`config.mk`:
```
export PLATFORM = sky130hd
export DESIGN_NAME = memory_arbiter
export DESIGN_NICKNAME = d
export VERILOG_FILES = /design/src/rtl/memory_arbiter.sv
export SDC_FILE = /design/constraint.sdc
export NUM_CORES = 1
export LEC_CHECK = 0
export ABC_CLOCK_PERIOD_IN_PS = 4600
export CORE_ASPECT_RATIO = 0.9
export CORE_MARGIN = 2
export CORE_UTILIZATION = 30
export DETAILED_ROUTE_END_ITERATION = 7
export SYNTH_ARGS = -nofsm -noshare
export SYNTH_HDL_FRONTEND = slang
export SYNTH_SLANG_ARGS = --single-unit
```
`constraint.sdc`:
```
create_clock -name clk -period 4.6 [get_ports clk]
set_clock_uncertainty 0.05 [all_clocks]
set_input_delay 1.38 -clock clk [delete_from_list [all_inputs] [get_ports clk]]
set_output_delay 1.38 -clock clk [all_outputs]
set_load 0.01 [all_outputs]
```
`src/rtl/memory_arbiter.sv`:
```
// Round-robin arbiter sharing one single-port block memory between instruction fetch and load/store.
// Sequences plain reads, full-word writes and read-modify-write for partial-lane stores.
module memory_arbiter #(
    parameter int ADDRESS_SIZE = 12
) (
    input  logic                    clk,
    input  logic                    reset_n,
    input  logic                    fetch_request,
    input  logic [31:0]             fetch_address,
    output logic                    fetch_ready,
    output logic [31:0]             fetch_data,
    input  logic                    data_request,
    input  logic                    data_write,
    input  logic [3:0]              data_byte_enable,
    input  logic [31:0]             data_address,
    input  logic [31:0]             data_write_data,
    output logic                    data_ready,
    output logic [31:0]             data_read_data,
    output logic                    mem_read_enable,
    output logic                    mem_write_enable,
    output logic [ADDRESS_SIZE-1:0] mem_address,
    output logic [31:0]             mem_write_data,
    input  logic [31:0]             mem_read_data
);

    typedef enum logic {IDLE, READ_WAIT} state_t;
    typedef enum logic {FETCH, DATA} port_t;

    state_t                  state, state_next;
    port_t                   owner, last_grant;
    logic [ADDRESS_SIZE-1:0] address_q;
    logic [31:0]             write_data_q;
    logic [3:0]              byte_enable_q;
    logic                    write_q;

    logic                    fetch_eligible, data_eligible;
    logic                    grant_fetch, grant_data;
    logic                    read_strobe, write_strobe;
    logic                    set_fetch_ready, set_data_ready;
    logic                    capture_fetch, capture_data;
    logic [31:0]             write_word;
    logic [ADDRESS_SIZE-1:0] address_word;

    // Byte-offset and aliased upper address bits are deliberately dropped.
    logic unused_address_bits;
    assign unused_address_bits = ^{fetch_address[1:0], fetch_address[31:ADDRESS_SIZE+2],
                                   data_address[1:0],  data_address[31:ADDRESS_SIZE+2]};

    assign fetch_eligible = fetch_request && !fetch_ready;
    assign data_eligible  = data_request && !data_ready;

    always_comb begin
        state_next      = state;
        grant_fetch     = 1'b0;
        grant_data      = 1'b0;
        read_strobe     = 1'b0;
        write_strobe    = 1'b0;
        set_fetch_ready = 1'b0;
        set_data_ready  = 1'b0;
        capture_fetch   = 1'b0;
        capture_data    = 1'b0;
        write_word      = data_write_data;
        address_word    = fetch_address[ADDRESS_SIZE+1:2];
        case (state)
            IDLE: begin
                if (fetch_eligible && (!data_eligible || last_grant == DATA)) begin
                    grant_fetch = 1'b1;
                end else if (data_eligible) begin
                    grant_data = 1'b1;
                end
                if (grant_data) begin
                    address_word = data_address[ADDRESS_SIZE+1:2];
                end
                if (grant_fetch) begin
                    read_strobe = 1'b1;
                    state_next  = READ_WAIT;
                end else if (grant_data) begin
                    if (!data_write) begin
                        read_strobe = 1'b1;
                        state_next  = READ_WAIT;
                    end else if (data_byte_enable == 4'b1111) begin
                        write_strobe   = 1'b1;
                        set_data_ready = 1'b1;
                    end else if (data_byte_enable == 4'b0000) begin
                        set_data_ready = 1'b1;
                    end else begin
                        read_strobe = 1'b1;
                        state_next  = READ_WAIT;
                    end
                end
            end
            READ_WAIT: begin
                address_word = address_q;
                state_next   = IDLE;
                // Only partial stores reach READ_WAIT with the write flag set; merge while read data is live.
                if (write_q) begin
                    write_strobe = 1'b1;
                    for (int unsigned i = 0; i < 4; i++) begin
                        write_word[8*i +: 8] = byte_enable_q[i] ? write_data_q[8*i +: 8]
                                                                : mem_read_data[8*i +: 8];
                    end
                    set_data_ready = 1'b1;
                end else if (owner == FETCH) begin
                    capture_fetch   = 1'b1;
                    set_fetch_ready = 1'b1;
                end else begin
                    capture_data   = 1'b1;
                    set_data_ready = 1'b1;
                end
            end
            default: state_next = IDLE;
        endcase
    end

    assign mem_read_enable  = read_strobe && reset_n;
    assign mem_write_enable = write_strobe && reset_n;
    assign mem_address      = address_word;
    assign mem_write_data   = write_word;

    always_ff @(posedge clk or negedge reset_n) begin
        if (!reset_n) begin
            state          <= IDLE;
            owner          <= FETCH;
            last_grant     <= DATA;
            address_q      <= '0;
            write_data_q   <= '0;
            byte_enable_q  <= '0;
            write_q        <= 1'b0;
            fetch_ready    <= 1'b0;
            data_ready     <= 1'b0;
            fetch_data     <= '0;
            data_read_data <= '0;
        end else begin
            state       <= state_next;
            fetch_ready <= set_fetch_ready;
            data_ready  <= set_data_ready;
            if (capture_fetch) begin
                fetch_data <= mem_read_data;
            end
            if (capture_data) begin
                data_read_data <= mem_read_data;
            end
            if (grant_fetch) begin
                owner      <= FETCH;
                last_grant <= FETCH;
                address_q  <= fetch_address[ADDRESS_SIZE+1:2];
                write_q    <= 1'b0;
            end else if (grant_data) begin
                owner         <= DATA;
                last_grant    <= DATA;
                address_q     <= data_address[ADDRESS_SIZE+1:2];
                write_data_q  <= data_write_data;
                byte_enable_q <= data_byte_enable;
                write_q       <= data_write;
            end
        end
    end

endmodule

```
==> impl_metrics.yaml, run 1 <==
final_layout:
  drive_above_1_share_pct: 25.4
  nNetsFinal: 806
  diodes: 0
  area_growth_pct: 53.7
  postLayoutCellArea_um2: 8650
  fin_util_pct: 47.0
setup_path:
  crit_path_start_kind: "primary input"
  path_buf_inv: 3
  r2r-start: "state"
  worstSetupEndpoint: "mem_address[5]"
  worstSetupStartpoint: "fetch_request"
  cp_max_fo: 8
  crit_slowest_cell: "clkdlybuf4s50_1"
  critPathTopFamily: "buffers and inverters"
  ff2ff_path_depth: 5
  cp.arrival_ps: 3020
  critPathKind: "primary input to output pin"
  cpPeakStageDelay_ps: 490
  crit_path_cell_trace: "clkdlybuf4s50_1 -> nor2b_1 -> a21oi_1 -> buf_4 -> o311ai_0 -> dlygate4sd2_1"
  cp-end-kind: "output pin"
  worstReg2RegEnd: "fetch_data[10]"
  reg2reg_slack_ps: 1890
  path_depth: 6
  required_ps: 3170
detailed_routing:
  drt-initial-drc-count: 112
  dr.pass1.iters: 4
  ant_nets: 0
  vias: 4474
  avgRoutedWirePerCell_um: 17.7
  vias_per_cell: 4.83
  drt_wl_total_um: 16400
  post-route-drc-count: 0
clock_network:
  clk_pin_slew_ps: 50
  cts_hold_buf: 0
  cts-root-buf: "clkbuf_16"
  insertion_delay_ps: 420
  cts.path.max_buffers: 2
  numCtsBuffers: 17
  clkSinkCount: 118
  cts_tree: "built"
  cts_max_level: 4
yosys:
  synth_cell_type_count: 36
  synth_top_family_by_area: "multiplexers"
  syn-mean-instance-area_um2: 12.6
  synth_fa_ha_area_share_pct: 0
  synth_xor_area_share_pct: 0
  synthMuxAreaShare_pct: 27.7
  ys_seq_area_share_pct: 52.5
  synth_nets: 585
  yosys-top-cells-area: "dfrtp_1, mux2_2, mux2_4"
  netlist_top_cells_count: "dfrtp_1, mux2_2, a21oi_1"
  yosysMostFrequentCell: "dfrtp_1"
  syn_inst: 448
  yosys_warnings: 0
  ys_ff_latch: 118
  synth_top_cell_by_area: "dfrtp_1"
  synthArstFlopShare_pct: 100
  yosys.area_share.simple_pct: 6.31
  synth_compound_area_share_pct: 9.32
  synth_top_area_share_pct: 52.0
  synth_edf_count: 0
  syn-cell-area_um2: 5630
  synth_ff_type: "dfrtp_1"
sta:
  finalMaxSlewViolations: 0
  rsz0062_at_grt: "true"
  min_period_ps: 4450
  setup_viol_count_final: 0
  tightest_slew_ps: 1050
  hold_violations: 0
  fmax_mhz: 225
  timing.final.ws_setup_ps: 153
  timing.final.crit_share_pct: 96.7
  slew_headroom_pct: 30.1
floorplanning:
  rows: 47
  die-area_um2: 19900
  dieHeight_um: 134
  start_util_pct: 30.6
  fp.dieW_um: 148
  ios: 249
  coreArea_um2: 18400
global_routing:
  grt_max_degree: 72
  grt_pass1_vias: 4825
  grt_pass1_wl_um: 26400
  grt_use_total_pct: 16.9
  antenna_found_initial: 0
  grt-ovfl-total: 0
min_path:
  min-delay-start: "data_read_data[14]"
  hold_class: "flop to flop"
place:
  io_buffers: 208
  placed_cell_area_um2: 8060
  detailed_place_hpwl_um: 11300
  gp_congestion: 0.758
  place_ws_ps: -206
power:
  power.leakage_nw: 3.76
  p_sw_mw: 2.00
  combPwrFrac_pct: 46.2
  p_clk_share_pct: 21.5
  ir_drop_mv: 0.355
  swShare_pct: 32.9
  power_density_nw_per_um2: 703
  p_int_mw: 4.08
  p_seq_share_pct: 32.3
job:
  drv_cap: 0
outcome:
  status: "complete, no violations"
[worst min path at each step]
stage                    endpoint  slack, ps  cells after the start
3_5_place_dp   data_read_data[30]        440                      1
2_1_floorplan     write_data_q[0]        430                      1
5_1_grt            fetch_data[15]        470                      1
3_3_place_gp    data_read_data[0]        440                      1
6_report       data_read_data[14]        450                      1
4_1_cts        data_read_data[30]        460                      1
[power groups by stage]
stage | clock network (mW) | logic, mW | registers, mW
6_report | 1.31 | 2.81 | 1.96
5_1_grt | 1.39 | 3.03 | 2.04
4_1_cts | 1.34 | 2.84 | 1.97
3_5_place_dp | 0 | 2.87 | 1.97
3_3_place_gp | 0 | 2.83 | 1.95
2_1_floorplan | 0 | 1.48 | 1.97
[area by class of cell]
cell class / count / area (um^2)
fillers: 1652 / 9760
flip-flops and latches: 118 / 2950
multi-input cells: 279 / 2460
repair buffers: 232 / 2270
clock buffers: 19 / 453
well taps: 245 / 307
clock inverters: 13 / 130
inverters: 21 / 78.8
[through the flow]
step	cells	hold WS (ps)	power (mW)	setup TNS (ps)
2_1_floorplan	448	429	3.44	0
3_3_place_gp	894	437	4.77	-1180
5_1_grt	927	468	6.46	-0.158
4_1_cts	926	456	6.15	0
6_report	927	453	6.08	0
3_5_place_dp	894	442	4.84	-1630
[worst register-to-register path, cell delays in order (launching register included)]
cell and delay (ps):
dfrtp_1 340, buf_4 300, inv_2 210, nor3_4 860
buf_4 440, mux2_2 400
[sequential cells by signal, summed over array words and instances (netlist names)]
name,cells
last_grant,1
write_data_q,32
fetch_ready,1
owner,1
state,1
write_q,1
fetch_data,32
data_read_data,32
data_ready,1
byte_enable_q,4
address_q,12
[metal layers]
| layer | wire length [um] | global-route usage, % |
|---|---|---|
| met5 | 0 | 0 |
| met4 | 175 | 4.81 |
| met1 | 7250 | 21.4 |
| met3 | 1110 | 5.65 |
| met2 | 7840 | 27.9 |
[repair_timing]
action	in CTS	in global routing
setup endpoints to repair	13	5
gates resized for setup	13	7
setup buffers	0	1
[cells in the final DEF, fill, tap and decap left out, types with 3 or more instances in the layout]
master / n
clkdlybuf4s50_1: 193
dfrtp_1: 117
mux2_2: 70
a21oi_1: 34
mux2i_1: 32
nor2_1: 32
mux2_4: 30
buf_4: 24
inv_1: 20
clkbuf_16: 17
nand2_1: 12
dlygate4sd2_1: 11
o311ai_0: 9
nand3_1: 7
nand4_1: 7
o211ai_1: 7
o221a_2: 7
clkinv_2: 6
o21ai_0: 5
o221ai_1: 5
nor2b_1: 3
o311ai_1: 3
clkinvlp_4: 3
dlymetal6s2s_1: 3
[kinds of logic (layout without fill, tap and decap cells)]
family,count (synthesis),count (layout)
AO/OA/AOI/OAI,76,76
buffers and inverters,51,285
flip-flops,118,118
multiplexers,132,132
AND/OR/NAND/NOR,71,71
Note: power is estimated with default switching activity, not from simulation.
==> run 2, diff against run 1 <==
SLEW_MARGIN = 20   (was unset)
==> results of run 2 <==
No change in the layout: final DEF, timing and power equal those of run 1.
